File: src/rtl/alu_pkg.sv
// Shared widths, opcodes and FSM state encoding for the execute/writeback stage.
// Latency: n/a (declarations only).
// Backpressure: n/a.
package alu_pkg;

  localparam int DATA_W = 8;
  localparam int ADDR_W = 3;

  localparam logic [2:0] OP_ADD = 3'b000;
  localparam logic [2:0] OP_SUB = 3'b001;
  localparam logic [2:0] OP_AND = 3'b010;
  localparam logic [2:0] OP_OR  = 3'b011;
  localparam logic [2:0] OP_XOR = 3'b100;
  localparam logic [2:0] OP_SLL = 3'b101;
  localparam logic [2:0] OP_MUL = 3'b110;
  localparam logic [2:0] OP_NOP = 3'b111;

  typedef enum logic {
    S_IDLE = 1'b0,
    S_MUL  = 1'b1
  } state_t;

endpackage

File: src/rtl/alu_exec_mul8_serial.sv
// Serial shift-add 8x8 multiplier producing a 16-bit product.
// Latency: 8 busy cycles after start; done is high during the 8th, with product valid then.
// Backpressure: none; start is ignored only under reset, the owner must not restart while busy.
module mul8_serial
  import alu_pkg::*;
(
  input  logic                  clk,
  input  logic                  reset,
  input  logic                  start,
  input  logic [DATA_W-1:0]     a,
  input  logic [DATA_W-1:0]     b,
  output logic                  done,
  output logic [2*DATA_W-1:0]   product
);

  logic                busy;
  logic [DATA_W-1:0]   mcand;
  logic [DATA_W-1:0]   mplier;
  logic [2*DATA_W-1:0] acc;
  logic [2:0]          step;
  logic [2*DATA_W-1:0] addend;

  // Partial product for this step; product is the accumulator after this step,
  // so on the final step it already holds the full result.
  always_comb begin
    addend = '0;
    if (mplier[0]) begin
      addend = {{DATA_W{1'b0}}, mcand} << step;
    end
    product = acc + addend;
  end

  assign done = busy && (step == 3'd7);

  // Operand capture on start, then one shift-add step per cycle.
  always_ff @(posedge clk) begin
    if (reset) begin
      busy   <= 1'b0;
      mcand  <= '0;
      mplier <= '0;
      acc    <= '0;
      step   <= '0;
    end else if (start) begin
      busy   <= 1'b1;
      mcand  <= a;
      mplier <= b;
      acc    <= '0;
      step   <= '0;
    end else if (busy) begin
      acc    <= product;
      mplier <= mplier >> 1;
      step   <= step + 3'd1;
      if (step == 3'd7) begin
        busy <= 1'b0;
      end
    end
  end

endmodule

File: src/rtl/alu_exec.sv
// Execute/writeback stage: ALU ops and serial multiply feeding the register file write port.
// Latency: single-cycle ops write next cycle; MUL writes 9 cycles after acceptance.
// Backpressure: ready_o drops for the 8 multiply cycles; upstream holds its instruction.
module alu_exec
  import alu_pkg::*;
(
  input  logic              clk_i,
  input  logic              reset_i,
  input  logic              valid_i,
  output logic              ready_o,
  input  logic [2:0]        op_i,
  input  logic [ADDR_W-1:0] rd_addr_i,
  input  logic [ADDR_W-1:0] rs_addr_i,
  input  logic [ADDR_W-1:0] rt_addr_i,
  output logic [ADDR_W-1:0] rs_addr_o,
  output logic [ADDR_W-1:0] rt_addr_o,
  input  logic [DATA_W-1:0] rs_data_i,
  input  logic [DATA_W-1:0] rt_data_i,
  output logic              write_o,
  output logic [ADDR_W-1:0] write_addr_o,
  output logic [DATA_W-1:0] write_data_o,
  output logic              carry_o
);

  state_t              state;
  logic [ADDR_W-1:0]   mul_rd;
  logic [DATA_W-1:0]   op_a;
  logic [DATA_W-1:0]   op_b;
  logic [DATA_W:0]     sum;
  logic [DATA_W-1:0]   alu_res;
  logic                alu_carry;
  logic                alu_wr;
  logic                mul_start;
  logic                mul_done;
  logic [2*DATA_W-1:0] mul_product;

  assign rs_addr_o = rs_addr_i;
  assign rt_addr_o = rt_addr_i;
  assign ready_o   = (state == S_IDLE);
  assign mul_start = valid_i && ready_o && (op_i == OP_MUL);

  // The register file commits write_o at the end of this cycle, so a reader
  // of that register this cycle must take the value straight off the port.
  always_comb begin
    op_a = rs_data_i;
    op_b = rt_data_i;
    if (write_o && (write_addr_o == rs_addr_i)) op_a = write_data_o;
    if (write_o && (write_addr_o == rt_addr_i)) op_b = write_data_o;
  end

  // Single-cycle ALU; logic ops and shifts leave the carry flag alone.
  always_comb begin
    sum       = '0;
    alu_res   = '0;
    alu_carry = carry_o;
    alu_wr    = 1'b0;
    case (op_i)
      OP_ADD: begin
        sum       = {1'b0, op_a} + {1'b0, op_b};
        alu_res   = sum[DATA_W-1:0];
        alu_carry = sum[DATA_W];
        alu_wr    = 1'b1;
      end
      OP_SUB: begin
        sum       = {1'b0, op_a} + {1'b0, ~op_b} + {{DATA_W{1'b0}}, 1'b1};
        alu_res   = sum[DATA_W-1:0];
        alu_carry = sum[DATA_W];
        alu_wr    = 1'b1;
      end
      OP_AND: begin
        alu_res = op_a & op_b;
        alu_wr  = 1'b1;
      end
      OP_OR: begin
        alu_res = op_a | op_b;
        alu_wr  = 1'b1;
      end
      OP_XOR: begin
        alu_res = op_a ^ op_b;
        alu_wr  = 1'b1;
      end
      OP_SLL: begin
        alu_res = op_a << op_b[2:0];
        alu_wr  = 1'b1;
      end
      default: begin
      end
    endcase
  end

  mul8_serial u_mul (
    .clk     (clk_i),
    .reset   (reset_i),
    .start   (mul_start),
    .a       (op_a),
    .b       (op_b),
    .done    (mul_done),
    .product (mul_product)
  );

  // Issue FSM and registered write port; write_o is a one-cycle pulse.
  always_ff @(posedge clk_i) begin
    if (reset_i) begin
      state        <= S_IDLE;
      write_o      <= 1'b0;
      write_addr_o <= '0;
      write_data_o <= '0;
      carry_o      <= 1'b0;
      mul_rd       <= '0;
    end else begin
      write_o <= 1'b0;
      case (state)
        S_IDLE: begin
          if (valid_i) begin
            if (op_i == OP_MUL) begin
              state  <= S_MUL;
              mul_rd <= rd_addr_i;
            end else if (alu_wr) begin
              write_o      <= 1'b1;
              write_addr_o <= rd_addr_i;
              write_data_o <= alu_res;
              carry_o      <= alu_carry;
            end
          end
        end
        S_MUL: begin
          if (mul_done) begin
            state        <= S_IDLE;
            write_o      <= 1'b1;
            write_addr_o <= mul_rd;
            write_data_o <= mul_product[DATA_W-1:0];
            carry_o      <= |mul_product[2*DATA_W-1:DATA_W];
          end
        end
        default: state <= S_IDLE;
      endcase
    end
  end

endmodule

File: config.mk
export PLATFORM = sky130hd
export DESIGN_NAME = alu_exec
export DESIGN_NICKNAME = d
export VERILOG_FILES = /design/src/rtl/alu_pkg.sv /design/src/rtl/alu_exec_mul8_serial.sv /design/src/rtl/alu_exec.sv
export SDC_FILE = /design/constraint.sdc
export NUM_CORES = 1
export LEC_CHECK = 0
export ABC_AREA = 1
export CORE_ASPECT_RATIO = 0.9
export CORE_MARGIN = 2
export CORE_UTILIZATION = 55
export CTS_CLUSTER_SIZE = 14
export DETAILED_ROUTE_END_ITERATION = 12
export PLACE_DENSITY = 0.86
export SETUP_SLACK_MARGIN = 0.15
export SLEW_MARGIN = 20
export SYNTH_ARGS = -nofsm -noshare
export SYNTH_HDL_FRONTEND = slang
export SYNTH_SLANG_ARGS = --single-unit
File: constraint.sdc
create_clock -name clk_i -period 4.04 [get_ports clk_i]
set_clock_uncertainty 0.05 [all_clocks]
set_input_delay 0.808 -clock clk_i [delete_from_list [all_inputs] [get_ports clk_i]]
set_output_delay 0.808 -clock clk_i [all_outputs]
set_load 0.1 [all_outputs]
==> results of run 1 <==
## how the worst min path moves through the flow
stage | start | end | slack (ns) | depth (start not counted)
after global routing | mul_rd[1] | mul_rd[1] | 0.43 | 2
final | mul_rd[1] | mul_rd[1] | 0.40 | 2
after CTS | mul_rd[1] | mul_rd[1] | 0.40 | 2
after floorplan | mul_rd[0] | mul_rd[0] | 0.37 | 2
after detailed placement | mul_rd[2] | mul_rd[2] | 0.38 | 2
after global placement | mul_rd[2] | mul_rd[2] | 0.38 | 2
## cell type report
| cell class | instances | share of cell area [%] |
|---|---|---|
| Multi-Input combinational cell | 620 | 60.9 |
| Sequential cell | 53 | 18.5 |
| Timing Repair Buffer | 55 | 9.13 |
| Inverter | 112 | 7.34 |
| Tap cell | 122 | 2.66 |
| Clock buffer | 7 | 1.33 |
| Clock inverter | 1 | 0.131 |
## metrics by stage
| step | instances | instance area (µm²) | hold slack (ns) | setup slack [ns] |
|---|---|---|---|---|
| finish | 970 | 5730 | 0.401 | 0.477 |
| global route | 970 | 5730 | 0.431 | 0.187 |
| CTS | 970 | 5720 | 0.402 | 0.403 |
| detailed placement | 962 | 5640 | 0.382 | 0.0964 |
| global placement | 962 | 5640 | 0.381 | 0.126 |
| floorplan | 817 | 5130 | 0.369 | 0.600 |
## power groups by stage
stage	Sequential, mW	Clock, mW	Combinational, mW
6_report	0.569	0.295	0.537
2_1_floorplan	0.648	0	0.326
4_1_cts	0.568	0.298	0.529
3_3_place_gp	0.580	0	0.525
5_1_grt	0.572	0.323	0.585
3_5_place_dp	0.580	0	0.527
## sequential cells by signal (all words and copies together) (netlist names), 3 cells and up
register and flops:
u_mul.acc 16, u_mul.mcand 8, u_mul.mplier 8, write_data_o 8, mul_rd 3, u_mul.step 3
write_addr_o 3
## cells in the final DEF, fill, tap and decap left out, types with 9 or more instances in the layout
master           count
o21ai_2              9
clkdlybuf4s50_1     44
nand2_2             19
o21ai_1              9
o211ai_1            10
nand2_1            214
nor2_1              69
dfxtp_1             53
nand3_1             56
o22ai_1             22
buf_4               11
ha_1                38
inv_1              107
o21ai_0             50
a21oi_1             34
## per-layer routing
layer | track usage [%] | up-vias
li1 | - | 2740
met1 | 42.1 | 2422
met2 | 44.6 | 234
met3 | 4.24 | 17
met4 | 5.81 | 0
met5 | 0 | -
## timing repair
item | CTS | global route
setup endpoints to repair | 0 | 2
gates resized for setup | 0 | 4
endpoints found under the hold margin | 0 | 0
## cells by family (layout without fill, tap and decap cells)
group / Yosys count / after routing / synth area share [%]
compound gates: 168 / 168 / 20.2
xor+xnor: 10 / 10 / 1.71
fa+ha+maj: 42 / 42 / 10.5
buf+inv: 144 / 175 / 11.5
flops: 53 / 53 / 20.7
mux: 5 / 5 / 0.975
simple gates: 395 / 395 / 34.5
## worst max-delay path, cell delays in order
cell and delay, ns:
clkdlybuf4s50_1 0.51, inv_1 0.05, nand2_1 0.05, nand2_1 0.08, nor2_4 0.18, nand2_4 0.17, nand2_1 0.12, o21a_4 0.15
inv_1 0.07, ha_1 0.41, inv_1 0.19, nand2_1 0.14, nor2_1 0.05, a211oi_1 0.27, nand2_1 0.09, nand2_1 0.06
nand3_1 0.08, nand3_1 0.08, nand2_1 0.08, a21oi_2 0.12
==> results.txt, run 1 <==
Utilization after layout: 63.1%
Fillers: 866
Rel. slew slack: 34.3%
RePlAce Congestion: 0.996
Unrepaired setup endpoints after global routing: no
Initial core utilization: 56.5%
CP arrival: 3.76 ns
CTS Root Cell: clkbuf_8
Initial antenna violation count: 0
Die H: 95.6 µm
WS Path Type: primary input to flop
Share of cells above drive strength 1: 8.61%
Worst slew pin tran: 0.983 ns
Critical Path RT: 4.24 ns
Setup TNS: 0 ns
Status: finished, final reports clean
CTS buffer count: 5
Synth Instances: 817
DR iter-0 viols: 490
Number of synthesized flops with an enable pin: 0
CTS max path bufs: 2
Top layer in use: met4
Sequential power share: 40.6%
Worst-skew pair later-pin latency: 0.31 ns
Net Sw Power: 566 µW
Core area: 9080 µm²
Final nets: 920
Detailed Place HPWL: 11000 µm
FMAX: 0.281 GHz
Number of top-level pins: 51
Fin crit period: 3.56 ns
Dominant synthesized flop cell: dfxtp_1
Setup crit start kind: primary input
Max Fanout on Critical Path: 19
Post-synth top area share: 20.7%
LEAKAGE: 2.83 nW
Die Span X: 106 µm
Port Buffers: 50
VDD IR-drop max: 231 µV
Antenna viol nets, final: 0
Synthesized Nets: 890
Internal power: 836 µW
Synth area leader: dfxtp_1
DR pass1 iterations: 5
Routed vias: 5413
Netlist Area Pre-Place: 5130 µm²
Wl on met1: 6790 µm
Switching share of total power: 40.4%
Final max-slew violation count: 0
Yosys warns: 0
Hold Violations, Final: 0
Post-CTS Setup Repair Bufs: 0
Register area: 1060 µm²
Fraction of the cycle the final worst path needs: 88.2%
Clock power share: 21.1%
Drt wl/cell: 14.5 µm
Reg clk slew, reported paths: 0.09 ns
GR Util All Layers: 28.7%
Max_cap viols: 0
Sink Count: 53
Power Total: 1.40 mW
Placement row count: 33
Antenna diodes: 0
Syn_area_per_cell: 6.28 µm²
Area grow syn2layout: 11.6%
Async SR Flop Fraction: 0%
H-Tree Depth: 2
Remaining Overflow, GRT: 0
Reg-to-reg critical path endpoint: carry_o
Hold buffers post-CTS: 0
Flop2flop setup slack: 0.49 ns
Multi-input gate area: 3490 µm²
First-pass GRT wire length: 23400 µm
Largest net degree at the start of global routing: 39
Routed wl met2: 5920 µm
Worst Reg-to-Reg Cells: 17
Most frequent cell after synthesis: nand2_1
Worst reg2reg path startpoint: u_mul.step[1]
Sequential fraction of the synthesis area: 20.7%
Synth top area cells: dfxtp_1 21%, nand2_1 16%, ha_1 9.8%
CP endpoint: write_data_o[7]
Gate power share: 38.3%
Post-Route WL: 14100 µm
HP Class: flop to flop
Worst setup EP type: flop
CTS tree: built
Die ar.: 10100 µm²
Critical path launch point: rs_addr_i[2]
DRC: 0
Met3 wire length: 1190 µm
Seq cells post-synth: 53
Synth top cells by count: 214 x nand2_1, 107 x inv_1, 69 x nor2_1
Number of global-route vias before repair: 4840
Synth cell types: 47
PD cells: 245 nW/µm²
Final setup fails: 0
DR vias/cell: 5.58
Power figures use the tool's default switching activity.
==> run 2: changes to the inputs <==
Settings changed: SLEW_MARGIN 20 to 10.
==> results of run 2 <==
The final DEF is identical to that of run 1; final timing and power are the same.
